`config.mk`:
```
export PLATFORM = sky130hd
export DESIGN_NAME = cache_miss_handler
export DESIGN_NICKNAME = d
export VERILOG_FILES = /design/src/rtl/cache_pkg.sv /design/src/rtl/sat_counter.sv /design/src/rtl/cache_miss_handler.sv
export SDC_FILE = /design/constraint.sdc
export NUM_CORES = 1
export LEC_CHECK = 0
export ABC_CLOCK_PERIOD_IN_PS = 2000
export CAP_MARGIN = 20
export CORE_ASPECT_RATIO = 0.9
export CORE_MARGIN = 10
export CORE_UTILIZATION = 30
export DETAILED_ROUTE_END_ITERATION = 16
export GPL_ROUTABILITY_DRIVEN = 1
export SKIP_CTS_REPAIR_TIMING = 1
export SYNTH_ARGS = -nofsm -noshare
export SYNTH_HDL_FRONTEND = slang
export SYNTH_SLANG_ARGS = --single-unit
```
`constraint.sdc`:
```
create_clock -name clock -period 2 [get_ports clock]
set_input_delay 0.2 -clock clock [delete_from_list [all_inputs] [get_ports clock]]
set_output_delay 0.2 -clock clock [all_outputs]
set_load 0.03 [all_outputs]
```
`src/rtl/cache_pkg.sv`:
```
// Shared types and default widths for the cache and its miss handler.
package cache_pkg;

  localparam int unsigned ADDR_W_DEF = 8;
  localparam int unsigned LINE_W_DEF = 32;
  localparam int unsigned CNT_W_DEF  = 16;

  typedef logic [ADDR_W_DEF-1:0] addr_t;
  typedef logic [LINE_W_DEF-1:0] val_t;

  typedef enum logic [2:0] {
    IDLE,
    LOOKUP,
    CHECK,
    FETCH,
    FILL,
    RESPOND
  } state_t;

endpackage

```
`src/rtl/sat_counter.sv`:
```
// Saturating up-counter with synchronous clear; holds at all-ones.
module sat_counter #(
  parameter int unsigned WIDTH = 16
) (
  input  logic             clock,
  input  logic             clear,
  input  logic             inc,
  output logic [WIDTH-1:0] count
);

  // Count up on inc, stop at all-ones, clear has priority.
  always_ff @(posedge clock) begin
    if (clear) begin
      count <= '0;
    end else if (inc && (count != '1)) begin
      count <= count + 1'b1;
    end
  end

endmodule

```
`src/rtl/cache_miss_handler.sv`:
```
// Read-miss handler: looks up the cache, fetches from memory on a miss,
// fills the cache line, then returns the line to the client.
module cache_miss_handler
  import cache_pkg::*;
#(
  parameter int unsigned ADDR_WIDTH = ADDR_W_DEF,
  parameter int unsigned LINE_WIDTH = LINE_W_DEF,
  parameter int unsigned CNT_WIDTH  = CNT_W_DEF
) (
  input  logic                  clock,
  input  logic                  reset_n,
  input  logic                  req_valid,
  output logic                  req_ready,
  input  logic [ADDR_WIDTH-1:0] req_addr,
  output logic                  rsp_valid,
  input  logic                  rsp_ready,
  output logic [LINE_WIDTH-1:0] rsp_data,
  output logic [ADDR_WIDTH-1:0] ch1_in_addr,
  output logic [LINE_WIDTH-1:0] ch1_in_val,
  output logic                  ch1_read,
  output logic                  ch1_write,
  input  logic                  ch1_hit,
  input  logic [LINE_WIDTH-1:0] ch1_out_val,
  output logic                  mem_req,
  output logic [ADDR_WIDTH-1:0] mem_addr,
  input  logic                  mem_ack,
  input  logic [LINE_WIDTH-1:0] mem_rdata,
  output logic [CNT_WIDTH-1:0]  hit_count,
  output logic [CNT_WIDTH-1:0]  miss_count
);

  state_t                state_q, state_d;
  logic [ADDR_WIDTH-1:0] addr_q;
  logic [LINE_WIDTH-1:0] data_q;
  logic [LINE_WIDTH-1:0] rsp_data_q;
  // High only in the first FILL cycle, whose ch1_hit is left over from before the write.
  logic                  fill_first_q;
  logic                  hit_inc, miss_inc;

  // State register plus the address/data capture registers.
  always_ff @(posedge clock) begin
    if (!reset_n) begin
      state_q      <= IDLE;
      addr_q       <= '0;
      data_q       <= '0;
      rsp_data_q   <= '0;
      fill_first_q <= 1'b0;
    end else begin
      state_q      <= state_d;
      fill_first_q <= (state_q == FETCH) && mem_ack;
      if ((state_q == IDLE) && req_valid) begin
        addr_q <= req_addr;
      end
      if ((state_q == CHECK) && ch1_hit) begin
        rsp_data_q <= ch1_out_val;
      end
      if ((state_q == FETCH) && mem_ack) begin
        data_q     <= mem_rdata;
        rsp_data_q <= mem_rdata;
      end
    end
  end

  // Next-state logic; mem_ack only matters while in FETCH.
  always_comb begin
    state_d = state_q;
    unique case (state_q)
      IDLE:    if (req_valid) state_d = LOOKUP;
      LOOKUP:  state_d = CHECK;
      CHECK:   state_d = ch1_hit ? RESPOND : FETCH;
      FETCH:   if (mem_ack) state_d = FILL;
      FILL:    if (!fill_first_q && ch1_hit) state_d = RESPOND;
      RESPOND: if (rsp_ready) state_d = IDLE;
      default: state_d = IDLE;
    endcase
  end

  // Moore strobes decoded from state.
  always_comb begin
    req_ready   = (state_q == IDLE);
    ch1_read    = (state_q == LOOKUP);
    ch1_write   = (state_q == FILL);
    mem_req     = (state_q == FETCH);
    rsp_valid   = (state_q == RESPOND);
    ch1_in_addr = addr_q;
    mem_addr    = addr_q;
    ch1_in_val  = (state_q == FILL) ? data_q : '0;
    rsp_data    = rsp_data_q;
    hit_inc     = (state_q == CHECK) && ch1_hit;
    miss_inc    = (state_q == CHECK) && !ch1_hit;
  end

  sat_counter #(.WIDTH(CNT_WIDTH)) u_hit_cnt (
    .clock (clock),
    .clear (!reset_n),
    .inc   (hit_inc),
    .count (hit_count)
  );

  sat_counter #(.WIDTH(CNT_WIDTH)) u_miss_cnt (
    .clock (clock),
    .clear (!reset_n),
    .inc   (miss_inc),
    .count (miss_count)
  );

endmodule

```
Yosys cells after proc, flatten, opt, wreduce, memory -nomap -nowiden
Cells that the tools add are included.
{ "word_totals": {"latch_bits": 0, "n_memories": 0, "rom_bits": 0, "ramBits": 0, "regBits": 108} }
{ "op_classes": {"multipliers": 0, "shift": 0, "reduce_logical": 12, "eq_ne": 11, "n_lt_le_gt_ge": 0, "n_div": 0, "mux": 9, "n_bitwise": 0, "add_sub_neg": 2} }
{ "ops": {"columns": ["operator", "count"], "rows": [
  ["32-bit two-way mux", 3],
  ["16-bit by 1-bit adder with 16-bit output, second input constant", 2],
  ["16-bit inequality test, second input constant", 2],
  ["3-bit one-hot mux with 6 select lines", 1],
  ["3-bit two-way mux", 5],
  ["1-bit logical AND", 7],
  ["3-bit by 2-bit equality test with 1-bit output, second input constant", 2],
  ["3-bit equality test, second input constant", 2],
  ["2-bit by 1-bit inequality test with 1-bit output, second input constant", 3],
  ["4-bit AND reduction", 1],
  ["3-bit by 1-bit equality test with 1-bit output, second input constant", 1],
  ["3-bit zero test", 1],
  ["1-bit zero test", 2],
  ["2-bit inequality test, second input constant", 1],
  ["2-bit nonzero test", 1]
]} }

Logic depth before layout (Yosys ltp)
Gate-level depths: netlist (run 1).
{ "logic_depth": {"ltp_word": 4, "mapped_depth": 7, "mapped_depth_nobuf": 5} }

Hierarchy
Synthesis (run 1) repeated with hierarchy kept, for this count alone.
{ "hier_totals": {"hier_cells": 594, "area_unflattened_um2": 4803.4} }
{ "by_module_without_submodules": {"columns": ["module", "seq_area_each_um2", "n_inst", "area_each_um2", "cells_per_inst"], "rows": [
  ["cache_miss_handler", 1521.5, 1, 3106.7, 396],
  ["sat_counter", 320.3, 2, 848.3, 99]
]} }

Least setup slack after synthesis (run 1)
OpenSTA, ideal clock, no wires.
{ "synth_timing": {"path_kind": "reg-to-reg", "startpoint": "register u_hit_cnt.count[0]", "endpoint": "register u_hit_cnt.count[10]", "path_buffers": 0, "stages_incl_launch_ff": 6, "path_slack_ns": -0.140, "t_arrival_ns": 2.069, "setup_ns": 0.070, "path_cell_list": "dfxtp_1 -> ha_1 -> nand4_1 -> or3_1 -> or4_1 -> a21oi_1"} }
{ "synth_via": {"elab_chain_len": 2, "elab_cells_between_ends": 3, "classes_between": "add/sub: 1; eq/ne: 1; reduce/logical: 1"} }
{ "synth_lines": {"columns": ["item", "line", "source"], "rows": [
  ["from (decl)", "sat_counter.sv:8", "output logic [WIDTH-1:0] count"],
  ["from (signal assigned)", "sat_counter.sv:16", "count <= count + 1'b1;"],
  ["branches (longest 2 deep; another with 16-bit by 1-bit adder with 16-bit output)", null, null]
]} }
Several ways; the timed one is not identified.
A chain may end at the register's enable or synchronous reset.

Worst setup path in the final report (run 1)
{ "layout_timing": {"startpoint": "register state_q[1]", "endpoint": "output port ch1_in_val[29]"} }
{ "layout_via": {"elab_chain_len": 2} }
{ "layout_lines": {"columns": ["item", "line", "source"], "rows": [
  ["from (decl)", "cache_miss_handler.sv:32", "state_t state_q, state_d;"],
  ["from (signal assigned)", "cache_miss_handler.sv:49", "state_q <= state_d;"],
  ["3-bit equality test", "cache_miss_handler.sv:87", "ch1_in_val = (state_q == FILL) ? data_q : '0;"],
  ["32-bit two-way mux", "cache_miss_handler.sv:87", null],
  ["to (decl)", "cache_miss_handler.sv:19", "output logic [LINE_WIDTH-1:0] ch1_in_val,"]
]} }
Every way passes these cells.

==> impl_metrics.py, run 1 <==
metrics = {
    "run_status": {
        "status": "finished clean",
    },
    "power": {
        "peakVddDrop_uv": 435.4,
        "pwr-share-seq_pct": 46.8,
        "combPwrFrac_pct": 15.8,
        "power.net_switching_w": 0.001219,
        "powerDensity_nw_per_um2": 640.7,
        "switching_share_pct": 25.37,
        "power_frac_clock_pct": 37.4,
        "intPower_w": 0.003586,
        "leakage_nw": 2.848,
    },
    "clock_network": {
        "htree_levels": 3,
        "clockBufferDepth": 2,
        "cts_buffers": 9,
        "root_buffer": "clkbuf_16",
        "cts_tree": "yes",
        "clock_sinks": 108,
        "clk_pin_slew_ps": 70,
        "clock_latency_ps": 340,
    },
    "finish": {
        "layout_commonest_cell": "clkdlybuf4s50_1",
        "antenna_cells": 0,
        "area_growth_pct": 51.55,
        "drive_gt1_share_pct": 11.93,
        "nNetsFinal": 864,
        "finalNonFillerCells": 995,
        "postLayoutCoreUtil_pct": 46.34,
        "stdcell_area_um2": 7500,
        "layout_common_cells": "157 x clkdlybuf4s50_1, 110 x nand2_1, 105 x dfxtp_1",
    },
    "placement": {
        "dp_hpwl_um": 12230,
        "gp_congestion": 0.8459,
        "dp_cells": 980,
        "place_area_um2": 7169,
        "numPortBuffers": 194,
    },
    "die": {
        "io-pin-count": 195,
        "core_area_um2": 16190,
        "num_rows": 44,
        "initial_core_util_pct": 30.57,
        "die_h_um": 141.8,
        "die_area_um2": 22040,
        "die_w_um": 155.4,
    },
    "route": {
        "wirelength_um": 16340,
        "vias": 4986,
        "drtIter0Drc": 272,
        "firstDrtPassIters": 4,
        "wl_per_cell_um": 16.42,
        "final_antenna_net_count": 0,
        "viasPerCell": 5.011,
        "drcViolationCount": 0,
    },
    "yosys": {
        "ys_async_sr_fraction_pct": 0,
        "synth_warnings": 0,
        "ys.flop_type": "dfxtp_1",
        "synthMuxAreaShare_pct": 8.496,
        "yosys.area.top_type_share_pct": 43.69,
        "ys_seq_area_share_pct": 43.69,
        "synth_compound_area_share_pct": 15.35,
        "syn_area_per_cell_um2": 8.261,
        "yosys.area_share.adder_pct": 0.5057,
        "synth_top_family_by_area": "simple AND/OR/NAND/NOR gates",
        "synth-xor-area-share_pct": 0,
        "synth_nets": 679,
        "synth_seq_cells": 108,
        "synth_area_leader_cell": "dfxtp_1",
        "yosys.area_share.simple_pct": 26.88,
        "ys_top_cells_by_area": "dfxtp_1 44%, mux2i_1 8.5%, nand2_1 8.5%",
        "synth_edf_count": 0,
        "syn_area_um2": 4948,
        "ys_types": 42,
        "synth_cells": 599,
    },
    "sta": {
        "setup_viol": 0,
        "final_hold_viol_count": 0,
        "relSlewSlack_pct": 66.09,
        "min_period_ps": 1907,
        "grt_setup_unrepaired": "false",
        "hold_slack_ps": 409.0,
        "tightest_slew_ps": 508.6,
        "drv_slew": 0,
        "max_freq_mhz": 524.4,
        "finalSetupTns_ps": 0,
        "skew_ps": 7.042,
        "min_period_over_period_pct": 95.34,
    },
    "critical_path": {
        "crit_top_cell": "buf_4",
        "end_kind": "output port",
        "slowest_stage": "dfxtp_2",
        "path_cells": "buf_4, nand2b_1, nor2_2, buf_12, and2_1, buf_4",
        "cp_num_buf_inv": 3,
        "worstSetupPathType": "register to output port",
        "worstPathMaxFanout": 33,
        "critical_path.max_stage_delay_ps": 350,
        "start_kind": "register",
        "required_ps": 1800,
        "worstPathArrival_ps": 1710,
        "critPathTopFamily": "buffers and inverters",
    },
    "min_path": {
        "min-delay-path-class": "primary input to register",
    },
    "global_route": {
        "grt_max_degree": 96,
        "antenna_found_initial": 0,
        "grt_pass1_wl_um": 25990,
        "grtUsageTotal_pct": 14.25,
        "gr-total-overflow": 0,
        "grt_pass1_vias": 5017,
    },
    "job": {
        "drv_cap": 0,
    },
}
[worst paths after layout]
path	endpoint	slack, ps	startpoint	cells after the start
worst max-delay path	ch1_in_val[29]	90	state_q[1]$_SDFFE_PN0P_	6
worst min-delay path	ch1_in_addr[3]$_SDFFE_PN0P_	410	req_addr[3]	3
worst max register to register	u_hit_cnt.count[10]$_SDFFE_PN0P_	130	state_q[0]$_SDFFE_PN0P_	5
worst min register to register	data_q[29]$_SDFFE_PN0P_	450	data_q[29]$_SDFFE_PN0P_	2
[layer usage]
| layer | track usage [%] | share of wire (%) | vias to the layer above | wire length [um] |
|---|---|---|---|---|
| met2 | 24.43 | 48 | 168 | 7838 |
| met3 | 5.258 | 8.4 | 13 | 1371 |
| li1 | - | - | 2477 | - |
| met4 | 3.396 | 1.1 | 0 | 174 |
| met5 | 0 | 0 | - | 0 |
| met1 | 16.44 | 43 | 2328 | 6955 |
[area by class of cell]
cell class | count | area [um^2]
Multi-Input combinational cell | 436 | 2595
Clock buffer | 12 | 246.5
Fill cell | 1552 | 8686
Clock inverter | 3 | 46.29
Timing Repair Buffer | 223 | 2165
Sequential cell | 108 | 2166
Inverter | 6 | 22.52
Tap cell | 207 | 259.0
[registers in the layout, summed over array words and instances (netlist names)]
signal	count
fill_first_q	1
state_q	3
rsp_data	32
u_hit_cnt.count	16
data_q	32
u_miss_cnt.count	16
ch1_in_addr	8
[Yosys cell counts, drive strengths merged, types with 2 or more instances]
cell	count
and4	2
or3	6
inv	5
mux2i	42
nor3	6
and2	33
o21a	2
o21ai	8
clkbuf	31
nor2b	2
and3	4
dfxtp	108
a211oi	33
nand3	11
nand2	112
or4	14
nor3b	3
nand4	10
o31ai	12
nor4	7
buf	18
nand2b	8
nor2	42
ha	2
a21oi	63
nor4b	4
[logic make-up (layout without fill, tap and decap cells)]
logic type	count (synthesis)	count (layout)
compound gates	124	124
fa+ha+maj	2	2
simple gates	268	268
flops	108	108
mux	42	42
buf+inv	55	244
[power by group through the flow]
stage	logic [W]	registers, W	clock network (W)
after detailed placement	0.000762	0.00230	0
final	0.000759	0.00225	0.00180
after CTS	0.000766	0.00225	0.00188
after global routing	0.000814	0.00226	0.00193
after floorplan	0.000285	0.00239	0
after global placement	0.000756	0.00229	0
[stage by stage]
step | total power [W] | setup slack [ps]
after global placement | 0.003050 | -255.9
after CTS | 0.004890 | -255.6
final | 0.004805 | 93.14
after global routing | 0.004995 | 0.6687
after floorplan | 0.002670 | 2.904
after detailed placement | 0.003060 | -323.5
[worst register-to-register path: stages (launching register included)]
cell,delay (ps)
dfxtp_1,320
nand4bb_4,230
buf_4,180
or3_1,430
or4_1,480
a21oi_1,150
No activity file was read; power rests on OpenSTA's default activity.
==> inputs of run 2 (changes only) <==
--- a/config.mk
+++ b/config.mk
@@ -5,6 +5,7 @@
 export SDC_FILE = /design/constraint.sdc
 export NUM_CORES = 1
 export LEC_CHECK = 0
+export ABC_AREA = 1
 export ABC_CLOCK_PERIOD_IN_PS = 2000
 export CAP_MARGIN = 20
 export CORE_ASPECT_RATIO = 0.9
==> run 2 against run 1 <==
- sequential cell count unchanged
- sequential share of layout area up 0.76 points
- core utilization down 1.1 points
- first-iteration DRC count up 1.5%
- cell count rose by 14%
- worst hold slack got worse by 280 ps
- critical path type unchanged
- critical endpoint is now ch1_in_val[1]
- highest routed layer unchanged
==> impl_metrics.py, run 2 <==
metrics = {
    "yosys": {
        "yosys.area.top_type_share_pct": 43.88,
        "synth_cells": 745,
        "syn_area_um2": 4927,
        "ys_top_cells_by_area": "dfxtp_1 44%, nand2_1 16%, nor2_1 11%",
        "synth_seq_cells": 108,
        "ys.flop_type": "dfxtp_1",
        "syn_area_per_cell_um2": 6.614,
        "synth_edf_count": 0,
        "ys_async_sr_fraction_pct": 0,
        "synth_area_leader_cell": "dfxtp_1",
        "synth_commonest_cells": "205 x nand2_1, 139 x nor2_1, 108 x dfxtp_1",
        "synth_nets": 825,
        "synth_most_common_cell": "nand2_1",
        "synth_warnings": 0,
        "ys_seq_area_share_pct": 43.88,
        "ys_types": 23,
    },
    "die": {
        "num_rows": 44,
        "io-pin-count": 195,
        "die_h_um": 141.6,
        "die_w_um": 155.1,
        "initial_core_util_pct": 30.55,
        "core_area_um2": 16130,
        "die_area_um2": 21960,
    },
    "sta": {
        "finalSetupTns_ps": 0,
        "setup_viol": 0,
        "grt_setup_unrepaired": "false",
        "min_period_over_period_pct": 90.10,
        "final_hold_viol_count": 0,
        "skew_ps": 7.977,
        "relSlewSlack_pct": 67.70,
        "max_freq_mhz": 554.9,
        "layout_setup_ws_ps": 197.9,
        "min_period_ps": 1802,
        "tightest_slew_ps": 484.6,
        "drv_slew": 0,
    },
    "global_route": {
        "antenna_found_initial": 1,
        "gr-total-overflow": 0,
        "grt_pass1_vias": 4908,
        "grtUsageTotal_pct": 14.69,
        "grt_pass1_wl_um": 26110,
        "grt_max_degree": 66,
    },
    "critical_path": {
        "rrSetupSlack_ps": 350,
        "path_cells": "nor2_1, nand2_1, buf_6, nor2_1, buf_4",
        "slowest_stage": "dfxtp_1",
        "required_ps": 1800,
        "critPathTopFamily": "buffers and inverters",
        "crit_top_cell": "nor2_1",
        "worstPathArrival_ps": 1600,
        "end_kind": "output port",
        "cp_num_buf_inv": 2,
        "critical_path.max_stage_delay_ps": 460,
        "start_kind": "register",
        "worstSetupPathType": "register to output port",
        "worstPathMaxFanout": 33,
    },
    "clock_network": {
        "cts_tree": "yes",
        "root_buffer": "clkbuf_16",
        "clock_latency_ps": 350,
        "htree_levels": 3,
        "clock_sinks": 108,
        "cts_buffers": 9,
        "clockBufferDepth": 2,
        "clk_pin_slew_ps": 80,
    },
    "placement": {
        "pre_cts_slack_ps": 273.6,
        "gp_congestion": 0.8091,
        "dp_cells": 1118,
        "numPortBuffers": 194,
        "dp_hpwl_um": 12240,
    },
    "finish": {
        "fillers": 1686,
        "layout_commonest_cell": "nand2_1",
        "finalNonFillerCells": 1136,
        "regArea_um2": 2162,
        "drive_gt1_share_pct": 7.767,
        "nNetsFinal": 1002,
        "area_growth_pct": 48.04,
        "multi_input_area_um2": 2320,
        "layout_common_cells": "204 x nand2_1, 156 x clkdlybuf4s50_1, 139 x nor2_1",
    },
    "route": {
        "met1_length_um": 7259,
        "maxUsedRoutingLayer": "met4",
        "firstDrtPassIters": 4,
        "wl_per_cell_um": 14.70,
        "final_antenna_net_count": 0,
        "viasPerCell": 4.548,
        "wirelength_um": 16690,
        "drcViolationCount": 0,
        "drtIter0Drc": 276,
        "wl_met3_um": 1766,
        "vias": 5166,
        "wl_met2_um": 7397,
    },
    "power": {
        "pwr-share-seq_pct": 38.9,
        "power.net_switching_w": 0.002453,
        "combPwrFrac_pct": 34.2,
        "intPower_w": 0.004202,
        "powerDensity_nw_per_um2": 912.2,
        "switching_share_pct": 36.86,
        "peakVddDrop_uv": 524.2,
        "leakage_nw": 2.833,
        "power_frac_clock_pct": 26.9,
    },
    "job": {
        "drv_cap": 0,
    },
    "min_path": {
        "min-delay-path-class": "primary input to register",
    },
    "run_status": {
        "status": "finished clean",
    },
}
-- run 2: metrics by stage --
step                      hold slack (ps)  total power (W)  area, um^2  util (%)
after global routing                129.2         0.007043        7292     45.21
final                               125.1         0.006654        7295     45.22
after global placement              452.2         0.004949        6980     43.27
after detailed placement            455.2         0.004956        6980     43.27
after CTS                           108.3         0.006785        7273     45.09
after floorplan                     351.1         0.003963        4927         -
-- run 2: per-layer routing --
metal  GRT usage (%)  up-vias
met2           22.94      135
li1                -     2736
met1           16.78     2278
met5               0        -
met3           8.069       17
met4           4.570        0
-- run 2: path summary, 6_finish.rpt --
check                             startpoint                              end  depth (start not counted)
max                  state_q[1]$_SDFFE_PN0P_                    ch1_in_val[1]                          5
min                                  reset_n           data_q[2]$_SDFFE_PN0P_                          3
max reg2reg  u_hit_cnt.count[0]$_SDFFE_PN0P_  u_hit_cnt.count[0]$_SDFFE_PN0P_                          8
min reg2reg          data_q[30]$_SDFFE_PN0P_          data_q[30]$_SDFFE_PN0P_                          2
-- run 2: layout make-up --
| type | instances | share of cell area, % |
|---|---|---|
| clock buffers | 10 | 3.276 |
| flip-flops and latches | 108 | 29.64 |
| diodes | 2 | 0.06861 |
| multi-input cells | 531 | 31.80 |
| clock inverters | 6 | 0.7376 |
| inverters | 64 | 3.293 |
| well taps | 207 | 3.551 |
| repair buffers | 208 | 27.63 |
-- run 2: cell families after synthesis --
group	Yosys count	share of synthesized area [%]
and+or+nand+nor	399	32.48
DFF	108	43.88
adders and majority gates	2	0.5078
AOI/OAI and AO/OA	130	14.04
buffers and inverters	106	9.091
-- run 2: power by group through the flow --
stage          Combinational, W  Clock (W)  Sequential [W]
3_3_place_gp            0.00232          0         0.00263
4_1_cts                 0.00233    0.00187         0.00259
6_report                0.00228    0.00179         0.00259
2_1_floorplan          0.000996          0         0.00297
3_5_place_dp            0.00232          0         0.00263
5_1_grt                 0.00248    0.00194         0.00262
-- run 2: worst reg2reg max path, stage by stage, from the launching register on --
cell,delay [ps]
dfxtp_1,400
ha_1,210
nand3_1,140
nor2_1,210
nand2_1,230
nand2_1,170
inv_1,60
nor2_1,80
nor2_1,50
